<file path="config.mk">
export PLATFORM = sky130hd
export DESIGN_NAME = mem_wb_stage
export DESIGN_NICKNAME = d
export VERILOG_FILES = /design/src/rtl/mem_wb_stage.sv
export SDC_FILE = /design/constraint.sdc
export NUM_CORES = 1
export LEC_CHECK = 0
export BUFFER_PORTS_ARGS = -buffer_cell sky130_fd_sc_hd__buf_2
export CAP_MARGIN = 30
export CORE_MARGIN = 2
export CORE_UTILIZATION = 40
export DETAILED_ROUTE_END_ITERATION = 10
export GPL_TIMING_DRIVEN = 0
export HOLD_SLACK_MARGIN = 0.1
export PLACE_DENSITY = 0.67
export RECOVER_POWER = 50
export SETUP_SLACK_MARGIN = 0.05
export SLEW_MARGIN = 0
export SYNTH_ARGS = -nofsm -noshare
export SYNTH_HDL_FRONTEND = slang
export SYNTH_SLANG_ARGS = --single-unit
</file>
<file path="constraint.sdc">
create_clock -name Clk -period 1.56 [get_ports Clk]
set_clock_uncertainty 0.15 [all_clocks]
set_input_delay 0.312 -clock Clk [delete_from_list [all_inputs] [get_ports Clk]]
set_output_delay 0.312 -clock Clk [all_outputs]
set_load 0.02 [all_outputs]
</file>
<file path="src/rtl/mem_wb_stage.sv">
// MEM/WB pipeline stage: 2-entry elastic buffer (head + skid) with valid/ready,
// synchronous flush, registered in_ready and write-back source resolved at load.
module mem_wb_stage #(
    parameter int DATA_W = 16,
    parameter int PC_W   = 10,   // DATA_W >= PC_W required
    parameter int REG_AW = 4
) (
    input  logic              Clk,
    input  logic              rst_n,
    input  logic              in_valid,
    output logic              in_ready,
    input  logic              flush,
    input  logic              wb_en_in,
    input  logic [1:0]        wb_sel_in,
    input  logic [PC_W-1:0]   pc_in,
    input  logic [DATA_W-1:0] alu_in,
    input  logic [DATA_W-1:0] mem_in,
    input  logic [REG_AW-1:0] dst_in,
    output logic              out_valid,
    input  logic              out_ready,
    output logic              wb_en_out,
    output logic [DATA_W-1:0] wb_data_out,
    output logic [REG_AW-1:0] dst_out,
    output logic [PC_W-1:0]   pc_out,
    output logic              fwd_valid,
    output logic [REG_AW-1:0] fwd_dst,
    output logic [DATA_W-1:0] fwd_data,
    output logic [1:0]        occ
);

    typedef enum logic [1:0] {
        ST_EMPTY = 2'd0,
        ST_ONE   = 2'd1,
        ST_TWO   = 2'd2
    } state_t;

    // PC+1 wraps at PC_W bits before being zero-extended into the data path
    function automatic logic [DATA_W-1:0] resolve_wb(
        input logic [1:0]        sel,
        input logic [PC_W-1:0]   pc,
        input logic [DATA_W-1:0] alu,
        input logic [DATA_W-1:0] mem
    );
        logic [PC_W-1:0]   pc_inc;
        logic [DATA_W-1:0] res;
        pc_inc = pc + {{(PC_W-1){1'b0}}, 1'b1};
        case (sel)
            2'b01:   res = mem;
            2'b10:   res = DATA_W'(pc_inc);
            default: res = alu;
        endcase
        return res;
    endfunction

    state_t              state_r, state_nxt_s;
    logic                in_ready_r, in_ready_nxt_s;
    logic                in_fire_s, out_fire_s;
    logic                load_head_in_s, load_head_skid_s, load_skid_s;
    logic [DATA_W-1:0]   in_data_s;
    logic                in_wen_s;

    logic [DATA_W-1:0]   head_data_r, skid_data_r;
    logic [REG_AW-1:0]   head_dst_r, skid_dst_r;
    logic [PC_W-1:0]     head_pc_r, skid_pc_r;
    logic                head_wen_r, skid_wen_r;

    assign in_fire_s  = in_valid & in_ready_r;
    assign out_fire_s = out_valid & out_ready;
    assign in_data_s  = resolve_wb(wb_sel_in, pc_in, alu_in, mem_in);
    // r0 is hard-wired, so a write to it is never enabled
    assign in_wen_s   = wb_en_in & (dst_in != {REG_AW{1'b0}});

    // State and in_ready registers
    always_ff @(posedge Clk or negedge rst_n) begin
        if (!rst_n) begin
            state_r    <= ST_EMPTY;
            in_ready_r <= 1'b0;
        end else begin
            state_r    <= state_nxt_s;
            in_ready_r <= in_ready_nxt_s;
        end
    end

    // Next-state, storage load strobes and next in_ready
    always_comb begin
        state_nxt_s      = state_r;
        load_head_in_s   = 1'b0;
        load_head_skid_s = 1'b0;
        load_skid_s      = 1'b0;
        if (flush) begin
            state_nxt_s = ST_EMPTY;
        end else begin
            case (state_r)
                ST_EMPTY: begin
                    if (in_fire_s) begin
                        state_nxt_s    = ST_ONE;
                        load_head_in_s = 1'b1;
                    end else begin
                        state_nxt_s = ST_EMPTY;
                    end
                end
                ST_ONE: begin
                    if (in_fire_s && out_fire_s) begin
                        load_head_in_s = 1'b1;
                    end else if (in_fire_s) begin
                        state_nxt_s = ST_TWO;
                        load_skid_s = 1'b1;
                    end else if (out_fire_s) begin
                        state_nxt_s = ST_EMPTY;
                    end else begin
                        state_nxt_s = ST_ONE;
                    end
                end
                ST_TWO: begin
                    if (out_fire_s) begin
                        state_nxt_s      = ST_ONE;
                        load_head_skid_s = 1'b1;
                    end else begin
                        state_nxt_s = ST_TWO;
                    end
                end
                default: state_nxt_s = ST_EMPTY;
            endcase
        end
        in_ready_nxt_s = flush | (state_nxt_s != ST_TWO);
    end

    // Head entry: loaded from the input or promoted from the skid
    always_ff @(posedge Clk or negedge rst_n) begin
        if (!rst_n) begin
            head_data_r <= {DATA_W{1'b0}};
            head_dst_r  <= {REG_AW{1'b0}};
            head_pc_r   <= {PC_W{1'b0}};
            head_wen_r  <= 1'b0;
        end else if (flush) begin
            head_data_r <= {DATA_W{1'b0}};
            head_dst_r  <= {REG_AW{1'b0}};
            head_pc_r   <= {PC_W{1'b0}};
            head_wen_r  <= 1'b0;
        end else if (load_head_in_s) begin
            head_data_r <= in_data_s;
            head_dst_r  <= dst_in;
            head_pc_r   <= pc_in;
            head_wen_r  <= in_wen_s;
        end else if (load_head_skid_s) begin
            head_data_r <= skid_data_r;
            head_dst_r  <= skid_dst_r;
            head_pc_r   <= skid_pc_r;
            head_wen_r  <= skid_wen_r;
        end
    end

    // Skid entry: absorbs the beat that arrives while the head is stalled
    always_ff @(posedge Clk or negedge rst_n) begin
        if (!rst_n) begin
            skid_data_r <= {DATA_W{1'b0}};
            skid_dst_r  <= {REG_AW{1'b0}};
            skid_pc_r   <= {PC_W{1'b0}};
            skid_wen_r  <= 1'b0;
        end else if (flush) begin
            skid_data_r <= {DATA_W{1'b0}};
            skid_dst_r  <= {REG_AW{1'b0}};
            skid_pc_r   <= {PC_W{1'b0}};
            skid_wen_r  <= 1'b0;
        end else if (load_skid_s) begin
            skid_data_r <= in_data_s;
            skid_dst_r  <= dst_in;
            skid_pc_r   <= pc_in;
            skid_wen_r  <= in_wen_s;
        end
    end

    assign in_ready    = in_ready_r;
    assign out_valid   = (state_r != ST_EMPTY);
    assign occ         = state_r;
    assign wb_en_out   = out_valid & head_wen_r;
    assign wb_data_out = head_data_r;
    assign dst_out     = head_dst_r;
    assign pc_out      = head_pc_r;
    assign fwd_valid   = wb_en_out;
    assign fwd_dst     = head_dst_r;
    assign fwd_data    = head_data_r;

endmodule

</file>
==> impl_metrics.json <==
{
  "status": "finished with violations",
  "violations": "negative setup slack",
  "diodes": 0,
  "slew_headroom_pct": 41.45,
  "rows": 34,
  "final_common_cell": "buf_2",
  "synth_edf_count": 0,
  "syn_area_um2": 3550,
  "vias_per_cell": 5.928,
  "htreeDepth": 3,
  "cp.arrival_ns": 1.98,
  "rsz0062_at_grt": "yes",
  "setup_violations": 65,
  "use_met3_pct": 6.013,
  "synthCells": 413,
  "fillers": 585,
  "gp_congestion": 0.8535,
  "end_kind": "register",
  "grt_pass1_wl_um": 21620,
  "port_buffers": 107,
  "placed_cell_area_um2": 4362,
  "nNetsFinal": 639,
  "drive_above_1_share_pct": 59.45,
  "setup_ws_ns": -0.2921,
  "grt_use_met2_pct": 47.31,
  "die_area_um2": 9643,
  "cts_tree": "done",
  "grt_max_degree": 66,
  "grt_pass1_vias": 4103,
  "synth-seq-area-share_pct": 45.82,
  "fp.coreArea_um2": 8678,
  "vias": 4120,
  "design_area_um2": 6309,
  "drt-initial-drc-count": 348,
  "r2r.worst_path.cells": 5,
  "synth.net_count": 470,
  "grtUsageMet1_pct": 37.78,
  "setup_tns_ns": -10.32,
  "ys_warn_count": 0,
  "cts_made_buffers": 9,
  "fmax_ghz": 0.5399,
  "postSynth.asyncResetShare_pct": 100.0,
  "grt.total_usage_pct": 28.64,
  "grt_overflow": 0,
  "path_clk_slew_ns": 0.09,
  "slew_viol_final": 0,
  "fin_crit_sh_pct": 118.7,
  "cts_root_buf": "clkbuf_8",
  "start_util_pct": 40.90,
  "io_pins": 110,
  "netlist-cell-type-count": 47,
  "ys_ff_latch": 65,
  "drt_pre_antenna_iters": 4,
  "clock_path_buffers": 2,
  "syn_to_final_growth_pct": 77.72,
  "worst_slew_pin_slew_ns": 0.8783,
  "critPathRequiredTime_ns": 1.69,
  "avgSynthCellArea_um2": 8.595,
  "synth_ff_type": "dfrtp_1",
  "die_h_um": 98.20,
  "routed_wl_um": 14850,
  "ant_nets": 0,
  "hold_depth": 3,
  "power.leakage_nw": 2.845,
  "ir_worst_vdd_uv": 397.5,
  "max_cap_viol_count": 0,
  "drc_errors": 0,
  "routedWlPerCell_um": 21.37,
  "hold_viol_final": 0,
  "die_width_um": 98.20,
  "crit_fanout": 4,
  "holdCritPathClass": "input pin to register",
  "final_cell_mix": "buf_2 (85), nand2_1 (68), dfrtp_1 (63), buf_6 (39), buf_4 (32)",
  "clk_latency_ns": 0.36,
  "busiest_layer": "met2",
  "final.min_clock_period_ns": 1.852,
  "cts.sinks": 65,
  "startpoint_type": "register",
  "post-place-ws_ns": -0.4282,
  "power_density_nw_per_um2": 771.1,
  "dp_hpwl_um": 8071,
  "critPathKind": "register to register",
  "antenna_found_initial": 0
}
-- logic make-up (layout without fill, tap and decap cells) --
group | after synthesis | in the layout | share of synthesized area (%)
simple gates | 183 | 183 | 23.51
compound gates | 96 | 96 | 19.56
flops | 65 | 65 | 45.82
buf+inv | 62 | 236 | 9.059
xor+xnor | 4 | 4 | 0.9871
fa+ha+maj | 3 | 3 | 1.058
-- critical path, cell delays in order, from the launching register on --
cell and delay (ns):
dfrtp_2 0.42, buf_6 0.12, nand3b_4 0.16, or2_4 0.28, or4_1 0.51, o21ai_1 0.14
-- path summary, 6_finish.rpt --
| path | startpoint | to | slack (ns) |
|---|---|---|---|
| hold / removal | dst_in[3] | dst_out[3]$_DFFE_PN0P_ | 0.11 |
| min in group asynchronous | rst_n | fwd_data[10]$_DFFE_PN0P_ | 0.46 |
| max in group asynchronous | rst_n | occ[0]$_DFF_PN0_ | 0.21 |
| setup / recovery | occ[1]$_DFF_PN0_ | skid_data_r[7]$_DFFE_PN0P_ | -0.29 |
| setup reg to reg | occ[1]$_DFF_PN0_ | skid_data_r[7]$_DFFE_PN0P_ | -0.29 |
| hold reg to reg | skid_data_r[0]$_DFFE_PN0P_ | skid_data_r[0]$_DFFE_PN0P_ | 0.39 |
-- state kept, by name, indices dropped and copies added (netlist names) --
signal       flops
skid_data_r     16
skid_dst_r       4
pc_out          10
fwd_data        16
head_wen_r       1
dst_out          4
in_ready         1
skid_pc_r       10
skid_wen_r       1
occ              2
-- cell usage after synthesis (2+ instances only) --
library cell  count  share of area (%)
xnor2_1           3               0.74
a21oi_1          26                3.7
o31ai_1           3               0.63
nand3b_1          2               0.42
nand4_1           3               0.53
buf_4            21                4.4
buf_2             7               0.99
nand2b_1          2               0.35
nor2b_1           4               0.70
a221oi_1         15                3.7
nor3_1            8                1.1
and3_1            8                1.4
clkbuf_1         27                2.9
nor2_1           30                3.2
inv_1             6               0.63
a31oi_1           2               0.35
or4_1             3               0.63
nand2_1         101                 11
nor4_1            2               0.35
dfrtp_1          65                 46
a22oi_1           2               0.42
a311oi_1         25                6.2
o21a_1            2               0.42
ha_1              3                1.1
a211oi_1          7                1.5
nand3_1          10                1.4
o21ai_0           6               0.85
-- per-stage QoR --
step                      std cells  total power, W  hold slack [ns]  util (%)
after floorplan                 413        0.002520          -0.1336         -
after global placement          628        0.002895           0.3425     50.23
after detailed placement        628        0.002912           0.3198     50.26
after CTS                       686        0.004647           0.1021     66.74
after global routing            695        0.005018           0.1127     72.69
final                           695        0.004865           0.1111     72.69
-- metal layers --
metal | share of wire (%) | wire, um | vias up
li1 | - | - | 1795
met1 | 40 | 5953 | 2030
met2 | 49 | 7334 | 242
met3 | 7.1 | 1060 | 53
met4 | 3.4 | 504 | 0
met5 | 0 | 0 | -
-- power breakdown --
part / total, W / internal [W] / switching [W]
Sequential: 0.00187 / 0.00178 / 0.0000838
Clock: 0.00134 / 0.000615 / 0.000720
Combinational: 0.00166 / 0.000776 / 0.000885
-- repair_timing --
item                                    4_1_cts  5_1_grt
hold buffers                                 10        0
gates cloned                                 11        3
pin swaps                                    41       29
buffers inserted                             23       11
gates resized for setup                     171      123
hold endpoints to repair                     74        0
endpoints found under the setup margin       70       90
-- area by class of cell --
type                       count  area, um^2  share of cell area (%)
timing repair buffer         162        1396                   22.13
buffer                        52       559.3                   8.866
clock inverter                 5       31.28                  0.4958
clock buffer                  11       141.4                   2.241
tap                          108       135.1                   2.142
inverter                       6       22.52                  0.3570
multi-input combinational    286        2394                   37.94
sequential                    65        1629                   25.82
(Power assumes the default switching activity.)
